[src/rtl/risc_pkg.sv]
// Shared encodings and the combinational instruction cracker for the decode stage.
package risc_pkg;

  localparam int unsigned InstrW = 16;
  localparam int unsigned PcW    = 16;
  localparam int unsigned RegW   = 3;
  localparam int unsigned OpW    = 4;

  localparam logic [OpW-1:0] OpAdd  = 4'h0;
  localparam logic [OpW-1:0] OpSub  = 4'h1;
  localparam logic [OpW-1:0] OpAnd  = 4'h2;
  localparam logic [OpW-1:0] OpOr   = 4'h3;
  localparam logic [OpW-1:0] OpXor  = 4'h4;
  localparam logic [OpW-1:0] OpSlt  = 4'h5;
  localparam logic [OpW-1:0] OpAddi = 4'h8;
  localparam logic [OpW-1:0] OpLw   = 4'hA;
  localparam logic [OpW-1:0] OpSw   = 4'hC;
  localparam logic [OpW-1:0] OpBeq  = 4'hD;
  localparam logic [OpW-1:0] OpJmp  = 4'hE;
  localparam logic [OpW-1:0] OpNop  = 4'hF;

  localparam logic [InstrW-1:0] NopWord = 16'hFFFF;

  typedef struct packed {
    logic [OpW-1:0]  opcode;
    logic [RegW-1:0] rd;
    logic [RegW-1:0] rs;
    logic [RegW-1:0] rt;
    logic [15:0]     imm;
    logic            reg_write;
    logic            mem_read;
    logic            mem_write;
    logic            is_beq;
    logic            is_jmp;
    logic            illegal;
    logic [7:0]      offset;
    logic [11:0]     addr;
  } dec_t;

  // Register read enables, ordered {rs, rt, rd}.
  function automatic logic [2:0] src_mask(input logic [InstrW-1:0] instr);
    logic [2:0] m;
    case (instr[15:12])
      OpAdd, OpSub, OpAnd, OpOr, OpXor, OpSlt: m = 3'b110;
      OpAddi, OpLw:                            m = 3'b100;
      OpSw:                                    m = 3'b101;
      default:                                 m = 3'b000;
    endcase
    return m;
  endfunction

  function automatic dec_t crack(input logic [InstrW-1:0] instr);
    dec_t d;
    d        = '0;
    d.opcode = instr[15:12];
    d.rd     = instr[11:9];
    d.rs     = instr[8:6];
    d.rt     = instr[5:3];
    d.imm    = {{10{instr[5]}}, instr[5:0]};
    d.offset = instr[7:0];
    d.addr   = instr[11:0];
    case (instr[15:12])
      OpAdd, OpSub, OpAnd, OpOr, OpXor, OpSlt, OpAddi: d.reg_write = (d.rd != '0);
      OpLw: begin
        d.reg_write = (d.rd != '0);
        d.mem_read  = 1'b1;
      end
      OpSw:  d.mem_write = 1'b1;
      OpBeq: d.is_beq    = 1'b1;
      OpJmp: d.is_jmp    = 1'b1;
      OpNop: ;
      default: begin
        d.illegal = 1'b1;
        d.opcode  = NopWord[15:12];
      end
    endcase
    return d;
  endfunction

endpackage

[src/rtl/decode_skid_fifo.sv]
// Small circular buffer of {pc, instr} words feeding the decode stage; flush empties it at once.
module decode_skid_fifo #(
  parameter int unsigned Depth = 2,
  parameter int unsigned Width = 32
) (
  input  logic                       clk,
  input  logic                       reset,
  input  logic                       i_push,
  input  logic [Width-1:0]           i_data,
  input  logic                       i_pop,
  input  logic                       i_flush,
  output logic [Width-1:0]           o_data,
  output logic [$clog2(Depth+1)-1:0] o_count,
  output logic                       o_empty
);

  localparam int unsigned PtrW = (Depth > 1) ? $clog2(Depth) : 1;
  localparam int unsigned CntW = $clog2(Depth + 1);
  localparam logic [CntW-1:0] DepthC  = CntW'(Depth);
  localparam logic [PtrW-1:0] LastPtr = PtrW'(Depth - 1);

  logic [Width-1:0] r_mem [Depth];
  logic [PtrW-1:0]  r_rd_ptr, r_wr_ptr;
  logic [CntW-1:0]  r_count, w_count_nxt;
  logic             w_do_push, w_do_pop;

  function automatic logic [PtrW-1:0] bump(input logic [PtrW-1:0] p);
    return (p == LastPtr) ? '0 : p + PtrW'(1);
  endfunction

  assign w_do_pop  = i_pop && (r_count != '0);
  // A full buffer still accepts a word when the head leaves in the same cycle.
  assign w_do_push = i_push && ((r_count != DepthC) || w_do_pop);

  always_comb begin
    w_count_nxt = r_count;
    if (w_do_push && !w_do_pop) begin
      w_count_nxt = r_count + CntW'(1);
    end else if (!w_do_push && w_do_pop) begin
      w_count_nxt = r_count - CntW'(1);
    end
  end

  always_ff @(posedge clk or posedge reset) begin
    if (reset) begin
      r_rd_ptr <= '0;
      r_wr_ptr <= '0;
      r_count  <= '0;
    end else if (i_flush) begin
      r_rd_ptr <= '0;
      r_wr_ptr <= '0;
      r_count  <= '0;
    end else begin
      r_count <= w_count_nxt;
      if (w_do_push) r_wr_ptr <= bump(r_wr_ptr);
      if (w_do_pop)  r_rd_ptr <= bump(r_rd_ptr);
    end
  end

  always_ff @(posedge clk) begin
    if (w_do_push && !i_flush) begin
      r_mem[r_wr_ptr] <= i_data;
    end
  end

  assign o_data  = r_mem[r_rd_ptr];
  assign o_count = r_count;
  assign o_empty = (r_count == '0);

endmodule

[src/rtl/instruction_decode.sv]
// Decode stage: skid-buffers fetched words, cracks them, stalls on RAW hazards via a scoreboard,
// issues to execute with valid/ready and redirects fetch on taken branches and jumps.
module instruction_decode
  import risc_pkg::*;
#(
  parameter int unsigned SKID_DEPTH   = 2,
  parameter int unsigned SQUASH_SLOTS = 1,
  parameter int unsigned NUM_REGS     = 8
) (
  input  logic              clk,
  input  logic              reset,
  input  logic [InstrW-1:0] if_instruction,
  input  logic [PcW-1:0]    if_pc,
  input  logic              if_valid,
  output logic              id_hold,
  input  logic              ex_ready,
  input  logic              ex_zero,
  input  logic              wb_valid,
  input  logic [RegW-1:0]   wb_rd,
  output logic              id_valid,
  output logic [PcW-1:0]    id_pc,
  output logic [OpW-1:0]    id_opcode,
  output logic [RegW-1:0]   id_rd,
  output logic [RegW-1:0]   id_rs,
  output logic [RegW-1:0]   id_rt,
  output logic [15:0]       id_imm,
  output logic              id_reg_write,
  output logic              id_mem_read,
  output logic              id_mem_write,
  output logic              branch,
  output logic              jump,
  output logic [7:0]        branch_offset,
  output logic [11:0]       jump_address,
  output logic              illegal_instr
);

  localparam int unsigned CntW = $clog2(SKID_DEPTH + 1);
  localparam int unsigned SqW  = $clog2(SQUASH_SLOTS + 1);
  localparam logic [CntW-1:0] HoldLvl = CntW'(SKID_DEPTH - 1);
  localparam logic [SqW-1:0]  SqFull  = SqW'(SQUASH_SLOTS);
  localparam logic [SqW-1:0]  SqLess  = SqW'(SQUASH_SLOTS - 1);

  logic                  r_valid, r_fresh;
  logic [PcW-1:0]        r_pc;
  dec_t                  r_dec;
  logic [NUM_REGS-1:0]   r_pending, w_pending_nxt, w_busy;
  logic [SqW-1:0]        r_squash_cnt;

  logic [PcW+InstrW-1:0] w_fifo_data;
  logic [CntW-1:0]       w_fifo_count;
  logic                  w_fifo_empty;
  logic [PcW-1:0]        w_head_pc;
  logic [InstrW-1:0]     w_head_instr;
  dec_t                  w_head_dec;
  logic [2:0]            w_head_src;
  logic                  w_redirect, w_squash, w_in_accept, w_head_valid;
  logic                  w_hazard, w_load, w_push, w_pop;

  // Redirect is judged on the first valid cycle only; ex_zero is sampled in that same cycle.
  assign w_redirect  = r_valid && r_fresh && (r_dec.is_jmp || (r_dec.is_beq && ex_zero));
  assign w_squash    = w_redirect || (r_squash_cnt != '0);
  assign w_in_accept = if_valid && !w_squash;

  // An empty buffer lets the arriving word go straight to the output register.
  assign w_head_valid = !w_fifo_empty || w_in_accept;
  assign {w_head_pc, w_head_instr} = w_fifo_empty ? {if_pc, if_instruction} : w_fifo_data;
  assign w_head_dec   = crack(w_head_instr);
  assign w_head_src   = src_mask(w_head_instr);

  // Busy = pending and not retiring this cycle, or written by the op leaving the output register.
  always_comb begin
    w_busy = '0;
    for (int i = 1; i < NUM_REGS; i++) begin
      w_busy[i] = (r_pending[i] && !(wb_valid && (wb_rd == RegW'(i))))
                || (r_valid && r_dec.reg_write && (r_dec.rd == RegW'(i)));
    end
  end

  assign w_hazard = (w_head_src[2] && w_busy[w_head_dec.rs])
                 || (w_head_src[1] && w_busy[w_head_dec.rt])
                 || (w_head_src[0] && w_busy[w_head_dec.rd]);

  assign w_load = w_head_valid && (!r_valid || ex_ready) && !w_hazard && !w_redirect;
  assign w_pop  = w_load && !w_fifo_empty;
  assign w_push = w_in_accept && !(w_load && w_fifo_empty);

  decode_skid_fifo #(
    .Depth (SKID_DEPTH),
    .Width (PcW + InstrW)
  ) u_skid (
    .clk     (clk),
    .reset   (reset),
    .i_push  (w_push),
    .i_data  ({if_pc, if_instruction}),
    .i_pop   (w_pop),
    .i_flush (w_redirect),
    .o_data  (w_fifo_data),
    .o_count (w_fifo_count),
    .o_empty (w_fifo_empty)
  );

  // Set on issue wins over a same-cycle writeback clear.
  always_comb begin
    w_pending_nxt = r_pending;
    if (wb_valid) w_pending_nxt[wb_rd] = 1'b0;
    if (r_valid && ex_ready && r_dec.reg_write) w_pending_nxt[r_dec.rd] = 1'b1;
    w_pending_nxt[0] = 1'b0;
  end

  always_ff @(posedge clk or posedge reset) begin
    if (reset) begin
      r_valid      <= 1'b0;
      r_fresh      <= 1'b0;
      r_pc         <= '0;
      r_dec        <= '0;
      r_pending    <= '0;
      r_squash_cnt <= '0;
    end else begin
      r_pending <= w_pending_nxt;
      r_fresh   <= w_load;
      if (w_load) begin
        r_valid <= 1'b1;
        r_pc    <= w_head_pc;
        r_dec   <= w_head_dec;
      end else if (ex_ready) begin
        r_valid <= 1'b0;
      end
      // The word arriving alongside the redirect already counts as the first discarded slot.
      if (w_redirect) begin
        r_squash_cnt <= if_valid ? SqLess : SqFull;
      end else if ((r_squash_cnt != '0) && if_valid) begin
        r_squash_cnt <= r_squash_cnt - SqW'(1);
      end
    end
  end

  assign id_hold       = !reset && (w_fifo_count >= HoldLvl);
  assign id_valid      = r_valid;
  assign id_pc         = r_pc;
  assign id_opcode     = r_dec.opcode;
  assign id_rd         = r_dec.rd;
  assign id_rs         = r_dec.rs;
  assign id_rt         = r_dec.rt;
  assign id_imm        = r_dec.imm;
  assign id_reg_write  = r_dec.reg_write;
  assign id_mem_read   = r_dec.mem_read;
  assign id_mem_write  = r_dec.mem_write;
  assign branch        = r_valid && r_fresh && r_dec.is_beq;
  assign jump          = r_valid && r_fresh && r_dec.is_jmp;
  assign branch_offset = r_dec.offset;
  assign jump_address  = r_dec.addr;
  assign illegal_instr = r_valid && r_fresh && r_dec.illegal;

endmodule
[config.mk]
export PLATFORM = sky130hd
export DESIGN_NAME = instruction_decode
export DESIGN_NICKNAME = d
export VERILOG_FILES = /design/src/rtl/risc_pkg.sv /design/src/rtl/decode_skid_fifo.sv /design/src/rtl/instruction_decode.sv
export SDC_FILE = /design/constraint.sdc
export NUM_CORES = 1
export LEC_CHECK = 0
export CORE_MARGIN = 3
export CORE_UTILIZATION = 45
export CTS_CLUSTER_DIAMETER = 200
export DETAILED_ROUTE_END_ITERATION = 8
export GPL_TIMING_DRIVEN = 0
export PLACE_DENSITY = 0.71
export SYNTH_ARGS = -nofsm -noshare
export SYNTH_HDL_FRONTEND = slang
export SYNTH_SLANG_ARGS = --single-unit
[constraint.sdc]
create_clock -name clk -period 5.7 [get_ports clk]
set_clock_uncertainty 0.2 [all_clocks]
set_input_delay 1.425 -clock clk [delete_from_list [all_inputs] [get_ports clk]]
set_output_delay 1.425 -clock clk [all_outputs]
set_load 0.01 [all_outputs]
## After elaboration in Yosys (flattened, before gate mapping)

Memory sizes are Yosys's and may differ from the RTL's.
Index checks and enable logic that the tools add are counted.

- Memory bits (read-only): 48
- Register bits: 75
- Bits of input ports: 41
- Memories: 2
- Output and inout bits: 73
- Word-level logic and storage cells: 191
- Memory bits (writable): 64

- Reduce and logical (&&, ||, !) cells: 90
- Bitwise operators: 3
- Eq/ne operators: 26
- Add/subtract/negate cells: 5
- Multiplexer cells: 36
- $lt $le $gt $ge: 8

Memories:

| name | depth | width | rd ports | clocked after Yosys merged registers in | write ports | RTL line | source |
|---|---|---|---|---|---|---|---|
| u_skid.r_mem | 2 | 32 | 1 | 0 | 1 | decode_skid_fifo.sv:22 | `logic [Width-1:0] r_mem [Depth];` |
| (name not given) | 16 | 3 | 1 | 0 | 0 | risc_pkg.sv:43 | `case (instr[15:12])` |

Operators by type and width:

| cell | number |
|---|---|
| 1-bit logical AND | 49 |
| 32-bit two-way mux | 1 |
| 3-bit equality test (second input constant) | 8 |
| 4-bit equality test (second input constant) | 6 |
| 1-bit two-way mux | 24 |
| 3-bit by 4-bit less-than comparator with 1-bit output (second input constant) | 5 |
| 1-bit logical NOT | 16 |
| 8-bit two-way mux | 2 |
| 1-bit logical OR | 14 |
| 3-bit by 2-bit equality test with 1-bit output (second input constant) | 4 |
| 12-bit OR reduction | 1 |
| 2-bit nonzero test | 5 |
| 1-bit binary-select mux with 3-bit select | 3 |
| 8-bit bitwise AND | 1 |
| 4-bit by 2-bit equality test with 1-bit output (second input constant) | 2 |
| 4-bit by 3-bit equality test with 1-bit output (second input constant) | 2 |
| 8-bit NOT | 1 |
| 8-bit OR | 1 |
| 8-bit OR reduction | 1 |
| 1-bit demux with 3-bit select | 2 |
| 3-bit by 1-bit equality test with 1-bit output (second input constant) | 2 |
| 3-bit by 1-bit >= comparator with 1-bit output (second input constant) | 2 |
| 2-bit two-way mux | 3 |
| 3-bit nonzero test | 2 |
| 10 further kinds | 11 |

## Longest topological paths before layout

Gate-level depths: netlist of run 1.

- Word-level depth: 22
- Gate-level depth with buffers: 19
- Depth with buffers taken out: 14

## Hierarchy

From an unflattened synthesis of run 1, not the netlist that was laid out.

- Cell total of the unflattened synthesis: 439
- Area total of the unflattened synthesis: 5940.7 um^2

By module, submodules not included:

| module | instances | area each (um^2) | seq. area each (um^2) | cells each |
|---|---|---|---|---|
| instruction_decode | 1 | 3385.7 | 1201.2 | 310 |
| decode_skid_fifo | 1 | 2555.0 | 2021.9 | 129 |

## Worst setup path after synthesis of run 1

Ideal clock, no wire load.

- Path type: input to register
- From: input wb_rd[2]
- To: memory u_skid.r_mem[0][0] (enable)
- Data required time: 5075 ps
- Slack: 517 ps
- Setup time: 425 ps
- Buffers on the path: 0
- Data arrival time: 4558 ps
- Cell stages on the path: 8
- Cell sequence: or4bb_1 -> nand2_1 -> mux2i_1 -> o32a_1 -> o211ai_2 -> a41oi_1 -> a211oi_4 -> nor2b_1

- Longest elaborated chain between the ends: 20
- Elaborated cells on any way between the ends: 59
- Those cells by class: eq/ne (7); mux (8); reduce/logical (44)

RTL lines:

| element | RTL line | source |
|---|---|---|
| from (decl) | instruction_decode.sv:19 | `input logic [RegW-1:0] wb_rd,` |
| 3-bit by 1-bit equality test with 1-bit output (tied with other cells) | instruction_decode.sv:74 | `w_busy[i] = (r_pending[i] && !(wb_valid && (wb_rd == RegW'(i))))` |
| 1-bit logical AND | instruction_decode.sv:74 |  |
| 1-bit logical NOT | instruction_decode.sv:74 |  |
| 1-bit logical AND | instruction_decode.sv:74 |  |
| 1-bit logical OR | instruction_decode.sv:75 | `\|\| (r_valid && r_dec.reg_write && (r_dec.rd == RegW'(i)));` |
| 1-bit binary-select mux with 3-bit select, on equally long branches | instruction_decode.sv:79, instruction_decode.sv:80 |  |
| 1-bit two-way mux, on equally long branches | instruction_decode.sv:79, instruction_decode.sv:80 |  |
| 1-bit logical AND, on equally long branches | instruction_decode.sv:79, instruction_decode.sv:80 |  |
| [... 3 more ...] | -- |  |
| 1-bit logical AND (*) (2 in a row) | instruction_decode.sv:83 | `assign w_load = w_head_valid && (!r_valid \|\| ex_ready) && !w_hazard && !w_redirect;` |
| 1-bit logical AND, on equally long branches | instruction_decode.sv:85, instruction_decode.sv:84 |  |
| 1-bit logical NOT or 1-bit logical AND (tied branches) | instruction_decode.sv:85, decode_skid_fifo.sv:31 |  |
| 1-bit logical AND or 1-bit logical OR (tied branches) | instruction_decode.sv:85, decode_skid_fifo.sv:33 |  |
| 1-bit logical AND (*) | decode_skid_fifo.sv:33 | `assign w_do_push = i_push && ((r_count != DepthC) \|\| w_do_pop);` |
| 1-bit logical AND (*) | decode_skid_fifo.sv:61 | `if (w_do_push && !i_flush) begin` |
| 1-bit two-way mux (*) | decode_skid_fifo.sv:61 |  |
| 1-bit two-way mux (not written as such) (*) | decode_skid_fifo.sv:62 | `r_mem[r_wr_ptr] <= i_data;` |
| to (decl) | decode_skid_fifo.sv:22 |  |

Mark *: on every way between the ends. The rest lies on a longest branch, timed or not. The select of a mux whose other input is x is not followed.

## Worst setup path after layout of run 1

- From: input wb_valid
- To: memory u_skid.r_mem[1][11] (enable)

- Longest elaborated chain between the ends: 19
- Elaborated cells on any way between the ends: 52
- Those cells by class: mux (8); reduce/logical (44)

RTL lines:

| element | RTL line | source |
|---|---|---|
| from (decl) | instruction_decode.sv:18 | `input logic wb_valid,` |
| 1-bit logical AND | instruction_decode.sv:74 |  |
| 1-bit logical NOT | instruction_decode.sv:74 |  |
| 1-bit logical AND | instruction_decode.sv:74 |  |
| 1-bit logical OR | instruction_decode.sv:75 |  |
| 1-bit binary-select mux with 3-bit select, on equally long branches | instruction_decode.sv:79, instruction_decode.sv:80 |  |
| 1-bit two-way mux, on equally long branches | instruction_decode.sv:79, instruction_decode.sv:80 |  |
| 1-bit logical AND, on equally long branches | instruction_decode.sv:79, instruction_decode.sv:80 |  |
| 1-bit logical OR | instruction_decode.sv:80 | `\|\| (w_head_src[1] && w_busy[w_head_dec.rt])` |
| [... 2 more ...] | -- |  |
| 1-bit logical AND (*) (2 in a row) | instruction_decode.sv:83 |  |
| 1-bit logical AND, on equally long branches | instruction_decode.sv:85, instruction_decode.sv:84 |  |
| 1-bit logical NOT or 1-bit logical AND (tied branches) | instruction_decode.sv:85, decode_skid_fifo.sv:31 |  |
| 1-bit logical AND or 1-bit logical OR (tied branches) | instruction_decode.sv:85, decode_skid_fifo.sv:33 |  |
| 1-bit logical AND (*) | decode_skid_fifo.sv:33 |  |
| 1-bit logical AND (*) | decode_skid_fifo.sv:61 |  |
| 1-bit two-way mux (*) | decode_skid_fifo.sv:61 |  |
| 1-bit two-way mux (not written as such) (*) | decode_skid_fifo.sv:62 |  |

Marks and branches as above.

==> results of run 1 <==
-- layer usage --
metal,part of all wire,vias to the layer above,routed length (microns),track usage
met2,0.48,133,6760,0.320
li1,-,1972,-,-
met5,0,-,0,0
met1,0.44,2022,6200,0.263
met4,0.015,0,204,0.0723
met3,0.058,18,810,0.0589
-- area by class of cell --
cell class | count | area, sq um
fill | 1000 | 4540
sequential | 116 | 3220
multi-input combinational | 275 | 2070
timing repair buffer | 115 | 1170
buffer | 69 | 505
clock buffer | 23 | 498
tap | 168 | 210
clock inverter | 9 | 101
inverter | 13 | 48.8
-- power breakdown --
group / total, mW / internal [mW] / switching (mW)
clock network: 1.06 / 0.696 / 0.360
registers: 1.50 / 1.31 / 0.191
logic: 3.28 / 1.68 / 1.60
-- registers in the layout, summed over array words and instances (netlist names), 2 cells and up --
signal and cells:
id_rd 3, u_skid.r_mem 64, u_skid.o_count 2, id_rs 2
id_rt 2, id_imm 3, r_dec 3, r_pending 7
id_opcode 4, id_pc 16
-- worst max-delay path, cell delays in order --
cell             delay [ps]
clkdlybuf4s50_1         550
or4bb_1                 580
nand2_1                 140
mux2i_1                  90
o32a_1                  370
o211ai_2                160
a41oi_1                 190
a211oi_4                320
and2_2                  760
-- kinds of logic (layout without fill, tap and decap cells) --
| family | after synthesis | after routing | share of synthesized area |
|---|---|---|---|
| DFF | 116 | 116 | 0.552 |
| and+or+nand+nor | 98 | 98 | 0.0868 |
| AOI/OAI and AO/OA | 92 | 92 | 0.105 |
| buffers and inverters | 82 | 229 | 0.0950 |
| muxes | 78 | 78 | 0.146 |
| adders and majority gates | 4 | 4 | 0.00857 |
| xor gates and xnor gates | 3 | 3 | 0.00579 |
-- synth_stat cells, drive strengths merged (2+ instances only) --
library cell,count
a211oi,2
a21o,2
a21oi,9
a221oi,2
a22oi,3
a31oi,6
a32oi,2
a41oi,2
and2,2
and3,4
and4,2
buf,62
clkbuf,7
dfrtp,52
edfxtp,64
ha,4
inv,13
mux2,37
mux2i,41
nand2,49
nand2b,4
nand3,3
nand4b,4
nor2,15
nor2b,4
o2111ai,2
o211ai,8
o21a,3
o21ai,40
o221ai,2
o31ai,2
xor2,2
-- stage by stage --
| stage | hold slack (ps) | power (mW) | util |
|---|---|---|---|
| 2_1_floorplan | 257 | 3.66 | - |
| 3_3_place_gp | 272 | 4.74 | 0.581 |
| 3_5_place_dp | 297 | 4.80 | 0.585 |
| 4_1_cts | 312 | 5.89 | 0.633 |
| 5_1_grt | 318 | 6.19 | 0.633 |
| 6_report | 309 | 5.83 | 0.633 |
-- final timing paths --
check,cells after the start,end
max,9,u_skid.r_mem[1][11]$_DFFE_PP_
min,1,id_pc[9]$_DFFE_PP0N_
max reg2reg,12,u_skid.r_mem[1][11]$_DFFE_PP_
min reg2reg,1,id_pc[9]$_DFFE_PP0N_
max in group asynchronous,3,id_pc[11]$_DFFE_PP0N_
min in group asynchronous,2,id_mem_read$_DFFE_PP0N_
==> impl_metrics.py, run 1 <==
metrics = {
    "cts": {
        "postCtsSetupBuffers": 0,
        "postCtsResizedCells": 0,
        "cts.sinks": 116,
        "ctsHoldBuffers": 0,
        "clockBufferDepth": 2,
        "cts_buffers": 17,
        "path_clk_slew_ps": 50,
        "cts-root-buf": "clkbuf_16",
        "tritoncts": "done",
        "clk-insertion-delay-late_ps": 410,
        "cts_max_level": 4,
    },
    "drt": {
        "final_antenna_net_count": 0,
        "drc": 0,
        "firstDrtPassIters": 5,
        "drtIter0Drc": 207,
        "vias": 4145,
        "totalWireLength_mm": 14.0,
        "routedWlPerCell_microns": 17.7,
        "via_per_inst": 5.26,
    },
    "worst_hold_path": {
        "min_from": "id_pc[9]$_DFFE_PP0N_",
        "holdCritPathClass": "reg2reg",
    },
    "power_and_ir_drop": {
        "p_leak_nw": 3.16,
        "powerDensity_nw_per_um2": 746,
        "ir_drop_mv": 0.359,
    },
    "floorplan": {
        "die-area_sq_um": 14400,
        "io_pins": 114,
        "die_y_microns": 120,
        "fp.dieW_microns": 120,
        "initial_core_util": 0.472,
        "core_area_sq_um": 12400,
        "placementRows": 40,
    },
    "sta": {
        "period_share": 0.836,
        "maxSlewHeadroom": 0.432,
        "grt_setup_unrepaired": "false",
        "worst_pin_slew_ps": 852,
        "hold_violations": 0,
        "period_needed_ps": 4770,
        "worst_slack_ps": 933,
        "setup_viol": 0,
        "fin_setup_tns_ps": 0,
        "max_freq_ghz": 0.210,
        "finalMaxSlewViolations": 0,
    },
    "critical_path": {
        "cp-start-kind": "input pin",
        "critical_path_class": "in2reg",
        "crit_required_ps": 5540,
        "cp_data_arrival_time_ps": 4600,
        "cp_max_fo": 32,
        "endpoint_kind": "flip-flop",
        "rrSetupSlack_ps": 1400,
        "cp-startpoint": "wb_valid",
        "regToRegStartpoint": "u_skid.o_count[0]$_DFFE_PP0P_",
    },
    "finish": {
        "final_cell_mix": "clkdlybuf4s50_1, edfxtp_1, dfrtp_1, buf_4, nand2_1",
        "finish.instance_area_sq_um": 7830,
        "area_growth_pct": 34.1,
        "final_common_cell": "clkdlybuf4s50_1",
        "diodes": 0,
        "drive_gt1_frac": 0.229,
        "final_cells": 788,
        "finalNetCount": 652,
    },
    "place": {
        "pre_cts_ws_ps": 505,
        "dpl_cell_area_sq_um": 7230,
        "io_buffers": 113,
        "gp_congestion": 0.872,
        "place_inst": 756,
        "place_hpwl_mm": 9.96,
    },
    "yosys": {
        "ys_warn_count": 0,
        "synth_top_area_frac": 0.329,
        "synth_nets": 518,
        "netlist_instances": 473,
        "synth_edf_count": 64,
        "ys_types": 64,
        "syn-cell-area_sq_um": 5840,
        "ys_top_cells_by_area": "edfxtp_1, dfrtp_1, mux2i_1",
        "synth_top_area_cell": "edfxtp_1",
        "async_flop_share": 0.448,
        "yosys_most_used_dff": "edfxtp_1",
        "synth_seq_cells": 116,
        "avgSynthCellArea_sq_um": 12.3,
        "synth_seq_area_share": 0.552,
    },
    "global_route": {
        "antenna_found_initial": 0,
        "grt_pass1_vias": 4214,
        "grt_pass1_wl_mm": 22.4,
        "grt_remaining_overflow": 0,
        "grt_use_total": 0.201,
        "grt_max_degree": 33,
    },
    "status": {
        "outcome": "finished, final reports clean",
    },
    "run": {
        "maxCapViolCount": 0,
    },
}
Power figures use the tool's default switching activity.
==> run 2: changes to the inputs <==
PLACE_DENSITY = 0.74   (was 0.71)
clock period = 3.9 ns   (was 5.7 ns; I/O delays follow)
==> run 2 against run 1 <==
Net effect: global-route usage up 1.2 points; cell count up 1.3%; combinational power up 51%; die area unchanged; count of clock-buffer cells in the layout up 4; sequential share of layout area down 0.40 points; total power up 47%; critical endpoint is now u_skid.o_count[1]$_DFFE_PP0P_; largest power group unchanged.
==> impl_metrics.py, run 2 (same netlist as run 1, synthesis figures left out) <==
metrics = {
    "status": {
        "outcome": "finished, final reports clean",
    },
    "global_route": {
        "antenna_found_initial": 0,
        "grt_max_degree": 31,
        "grt_pass1_vias": 4328,
        "grt_pass1_wl_mm": 23.5,
        "grt_use_total": 0.214,
        "grt_remaining_overflow": 0,
    },
    "critical_path": {
        "endpoint_kind": "flip-flop",
        "cp_data_arrival_time_ps": 3820,
        "cp-start-kind": "input pin",
        "max_stage_delay_ps": 580,
        "critical_path_class": "in2reg",
        "slowest_stage": "or4bb_4",
        "path_cells": "dlygate4sd2_1, or4bb_4, nand2_1, mux2i_1, o32a_1, o211ai_2, a41oi_1, a211oi_4, buf_4, ha_1, xor2_1, nor2_1, a21oi_1, nor2_1",
        "cpMostUsedCell": "nor2_1",
        "cpLargestDelayFamily": "compound AO/OA/AOI/OAI gates",
        "crit_required_ps": 3990,
        "cp_max_fo": 7,
        "critical_path_buf_inv_count": 2,
    },
    "floorplan": {
        "initial_core_util": 0.472,
        "die_y_microns": 120,
        "core_area_sq_um": 12400,
        "die-area_sq_um": 14400,
        "fp.dieW_microns": 120,
        "io_pins": 114,
        "placementRows": 40,
    },
    "sta": {
        "grt_setup_unrepaired": "false",
        "worst_pin_slew_ps": 724,
        "period_share": 0.955,
        "period_needed_ps": 3720,
        "hold_violations": 0,
        "worst_slack_ps": 176,
        "maxSlewHeadroom": 0.518,
        "setup_viol": 0,
        "finalMaxSlewViolations": 0,
        "max_freq_ghz": 0.269,
    },
    "drt": {
        "vias": 4195,
        "routedWlPerCell_microns": 18.5,
        "firstDrtPassIters": 5,
        "final_antenna_net_count": 0,
        "drc": 0,
        "totalWireLength_mm": 14.8,
        "drtIter0Drc": 289,
        "via_per_inst": 5.26,
    },
    "place": {
        "dpl_cell_area_sq_um": 7210,
        "gp_congestion": 0.895,
        "place_hpwl_mm": 10.2,
        "pre_cts_ws_ps": -994,
        "io_buffers": 113,
    },
    "cts": {
        "cts_buffers": 17,
        "clk-insertion-delay-late_ps": 410,
        "cts.sinks": 116,
        "path_clk_slew_ps": 50,
        "cts-root-buf": "clkbuf_16",
        "cts_max_level": 4,
        "clockBufferDepth": 2,
        "tritoncts": "done",
        "ctsHoldBuffers": 0,
    },
    "power_and_ir_drop": {
        "switching_power_mw": 3.19,
        "p_comb_frac": 0.576,
        "p_leak_nw": 3.23,
        "total_power_mw": 8.58,
        "clockPowerShare": 0.168,
        "power.share.sequential": 0.257,
        "powerDensity_nw_per_um2": 1090,
        "p_sw_frac": 0.372,
        "ir_drop_mv": 0.598,
        "p_int_mw": 5.39,
    },
    "finish": {
        "final_cell_mix": "clkdlybuf4s50_1, edfxtp_1, buf_4, dfrtp_1, nand2_1",
        "area_growth_pct": 35.4,
        "fillers": 989,
        "drive_gt1_frac": 0.240,
        "largest_reg_flops": 64,
        "final_common_cell": "clkdlybuf4s50_1",
        "diodes": 0,
        "finalNetCount": 662,
        "finish.instance_area_sq_um": 7900,
        "regMostFlops": "u_skid.r_mem",
    },
    "worst_hold_path": {
        "holdCritPathClass": "reg2reg",
    },
    "run": {
        "maxCapViolCount": 0,
    },
}
-- run 2: power by group through the flow --
stage	combinational [mW]	sequential, mW	clock [mW]
after floorplan	3.18	2.18	0
after global placement	4.72	2.18	0
after detailed placement	4.80	2.21	0
after CTS	4.99	2.20	1.46
after global routing	5.36	2.26	1.52
final	4.94	2.20	1.44
-- run 2: cell type report --
class	instances	area [sq um]	area share
plain buffers	68	498	0.0630
well taps	168	210	0.0266
clock inverters	5	50.0	0.00633
inverters	13	48.8	0.00617
flip-flops and latches	116	3220	0.408
clock buffers	27	494	0.0625
repair buffers	123	1260	0.159
multi-input cells	278	2120	0.269
-- run 2: worst paths after layout --
check                                               from  cells past startpoint                            end  slack [ps]
min in group asynchronous                          reset                      2        id_mem_read$_DFFE_PP0N_         780
setup / recovery                                wb_rd[2]                     14  u_skid.o_count[1]$_DFFE_PP0P_         180
hold / removal                     r_dec[20]$_DFFE_PP0N_                      1          r_dec[20]$_DFFE_PP0N_         300
max in group asynchronous                          reset                      3           id_pc[5]$_DFFE_PP0N_        2170
setup reg to reg           u_skid.o_count[0]$_DFFE_PP0P_                     17  u_skid.o_count[1]$_DFFE_PP0P_         210
hold reg to reg                    r_dec[20]$_DFFE_PP0N_                      1          r_dec[20]$_DFFE_PP0N_         300
-- run 2: worst register-to-register path: cells and delay by family (launching register included) --
kind / cells / cell delay, ps
buffers and inverters: 5 / 790
AOI/OAI and AO/OA: 4 / 660
and+or+nand+nor: 4 / 580
muxes: 1 / 420
adders and majority gates: 2 / 410
DFF: 1 / 360
xor gates and xnor gates: 1 / 150
-- run 2: routing by layer --
metal  global-route usage  share of wire  vias to the layer above
met5                    0              0                        -
li1                     -              -                     1987
met3               0.0509          0.052                       17
met4               0.0838          0.016                        0
met2                0.339           0.49                      129
met1                0.285           0.45                     2062
-- run 2: repair_timing --
| action | 4_1_cts | 5_1_grt |
|---|---|---|
| pin swaps | 1 | 1 |
| resized for setup | 10 | 10 |
| setup buffers | 5 | 4 |
| setup endpoints to repair | 66 | 50 |
| gates cloned | 3 | 0 |
-- run 2: stage by stage --
| stage | hold WS [ps] | TNS [ps] | util | instances |
|---|---|---|---|---|
| 2_1_floorplan | 272 | 0 | - | 473 |
| 5_1_grt | 329 | 0 | 0.639 | 798 |
| 6_report | 304 | 0 | 0.639 | 798 |
| 3_3_place_gp | 290 | -65450 | 0.581 | 754 |
| 4_1_cts | 309 | 0 | 0.636 | 795 |
| 3_5_place_dp | 295 | -67400 | 0.583 | 755 |
==> run 3: changes to the inputs <==
CORE_MARGIN = 4   (was 3)
SLEW_MARGIN = 30   (was unset)
==> run 3 against run 2 <==
Net effect: cell count unchanged; sequential power about the same; design area up 0.46%; sequential share of layout area down 0.19 points; worst hold slack worse by 0.52 ps; maximum frequency down 1.1%; largest power group unchanged; wire length down 1.4%; first-iteration DRC count up 9.0%; highest routed layer is now met5; global-route usage down 0.93 points; register-to-register slack worse by 20 ps; via count up 0.64%.
==> impl_metrics.py, run 3 (same netlist as run 1, synthesis figures left out) <==
metrics = {
    "worst_hold_path": {
        "whs_path_depth": 1,
        "holdCritPathClass": "reg2reg",
    },
    "sta": {
        "worst_pin_slew_ps": 769,
        "period_share": 0.965,
        "fin_setup_tns_ps": 0,
        "setup_viol": 0,
        "grt_setup_unrepaired": "false",
        "hold_violations": 0,
        "maxSlewHeadroom": 0.488,
        "finalMaxSlewViolations": 0,
        "period_needed_ps": 3770,
        "max_freq_ghz": 0.266,
    },
    "run": {
        "maxCapViolCount": 0,
    },
    "cts": {
        "cts_buffers": 17,
        "path_clk_slew_ps": 50,
        "cts_max_level": 4,
        "tritoncts": "done",
        "cts.sinks": 116,
        "cts-root-buf": "clkbuf_16",
        "ctsHoldBuffers": 0,
        "clockBufferDepth": 2,
        "clk-insertion-delay-late_ps": 410,
    },
    "floorplan": {
        "die-area_sq_um": 14900,
        "core_area_sq_um": 12700,
        "placementRows": 41,
        "die_y_microns": 122,
        "initial_core_util": 0.461,
        "io_pins": 114,
        "fp.dieW_microns": 122,
    },
    "power_and_ir_drop": {
        "p_int_mw": 5.55,
        "clockPowerShare": 0.175,
        "powerDensity_nw_per_um2": 1100,
        "ir_drop_mv": 0.500,
        "switching_power_mw": 3.22,
        "p_leak_nw": 3.21,
        "power.share.sequential": 0.251,
        "p_comb_frac": 0.574,
        "p_sw_frac": 0.367,
    },
    "finish": {
        "final_util": 0.627,
        "drive_gt1_frac": 0.246,
        "diodes": 0,
        "final_common_cell": "clkdlybuf4s50_1",
        "area_growth_pct": 36.0,
        "final_cell_mix": "clkdlybuf4s50_1, edfxtp_1, buf_4, dfrtp_1, nand2_1",
        "regMostFlops": "u_skid.r_mem",
        "largest_reg_flops": 64,
        "finalNetCount": 658,
    },
    "global_route": {
        "grt_use_total": 0.204,
        "grt_max_degree": 31,
        "antenna_found_initial": 1,
        "grt_remaining_overflow": 0,
        "grt_pass1_vias": 4332,
        "grt_pass1_wl_mm": 23.1,
    },
    "place": {
        "place_hpwl_mm": 10.3,
        "io_buffers": 113,
        "gp_congestion": 0.874,
    },
    "critical_path": {
        "rr_worst_depth": 13,
        "cp_max_fo": 16,
        "critical_path_class": "in2reg",
        "crit_required_ps": 3790,
        "cp-start-kind": "input pin",
        "endpoint_kind": "flip-flop",
        "cp_data_arrival_time_ps": 3650,
    },
    "status": {
        "outcome": "finished, final reports clean",
    },
    "drt": {
        "drtIter0Drc": 315,
        "routedWlPerCell_microns": 18.2,
        "via_per_inst": 5.29,
        "firstDrtPassIters": 6,
        "totalWireLength_mm": 14.6,
        "final_antenna_net_count": 0,
        "drc": 0,
        "vias": 4222,
    },
}
[run 3: cell count changes in the layout (fill, tap and decap cells not counted), moves of 2 or more]
cell	delta
dlymetal6s2s_1	-2
clkbuf_1	-4
bufinv_16	+2
clkdlybuf4s50_1	+2
buf_4	-2
buf_12	-2
[run 3: what timing repair did]
item	4_1_cts	5_1_grt
endpoints found under the setup margin	66	66
pin swaps	1	1
gates resized for setup	11	13
buffers inserted	2	3
gates cloned	1	0
[run 3: area by class of cell]
class                      instances  area (sq um)
tap                              172           215
clock inverter                    10           130
inverter                          13          51.3
fill                            1024          4730
multi-input combinational        276          2130
clock buffer                      22           454
timing repair buffer             120          1210
buffer                            69           522
sequential                       116          3220
[run 3: power by group through the flow]
stage               registers [mW]  clock network (mW)  logic (mW)
floorplan                     2.18                   0        3.18
global route                  2.26                1.62        5.43
CTS                           2.20                1.56        4.89
detailed placement            2.21                   0        4.82
finish                        2.20                1.54        5.03
global placement              2.19                   0        4.70
[run 3: critical path, cell delays in order]
cell             delay (ps)
clkdlybuf4s50_1         560
and2_1                  210
a21oi_4                  80
or4b_1                  520
o211ai_1                130
o211ai_2                120
and4_4                  170
buf_6                   130
a211oi_4                240
buf_4                   180
and2_4                  330
[run 3: stage by stage]
stage,total power [mW],std cells,worst slack (ps),hold slack (ps),cell area (sq um)
final,8.77,798,135,304,7940
after global routing,9.31,798,3.36,324,7940
after CTS,8.65,795,26.3,307,7860
after detailed placement,7.03,760,-914,296,7240
after global placement,6.89,758,-1040,291,7190
after floorplan,5.36,473,104,272,5850
[run 3: routing by layer]
| layer | vias up | track usage | part of all wire |
|---|---|---|---|
| met5 | - | 0 | 0.00082 |
| met3 | 23 | 0.0636 | 0.073 |
| met4 | 2 | 0.0756 | 0.016 |
| li1 | 1971 | - | - |
| met1 | 2075 | 0.258 | 0.42 |
| met2 | 151 | 0.333 | 0.49 |
[run 3: worst paths after layout]
kind                                            endpoint                           from  slack (ps)
min in group asynchronous        id_mem_read$_DFFE_PP0N_                          reset         700
hold reg to reg                     id_pc[7]$_DFFE_PP0N_           id_pc[7]$_DFFE_PP0N_         300
hold / removal                      id_pc[7]$_DFFE_PP0N_           id_pc[7]$_DFFE_PP0N_         300
setup reg to reg           u_skid.r_mem[1][27]$_DFFE_PP_  u_skid.o_count[0]$_DFFE_PP0P_         190
max in group asynchronous          id_pc[14]$_DFFE_PP0N_                          reset        2320
setup / recovery           u_skid.r_mem[1][27]$_DFFE_PP_              if_instruction[6]         130
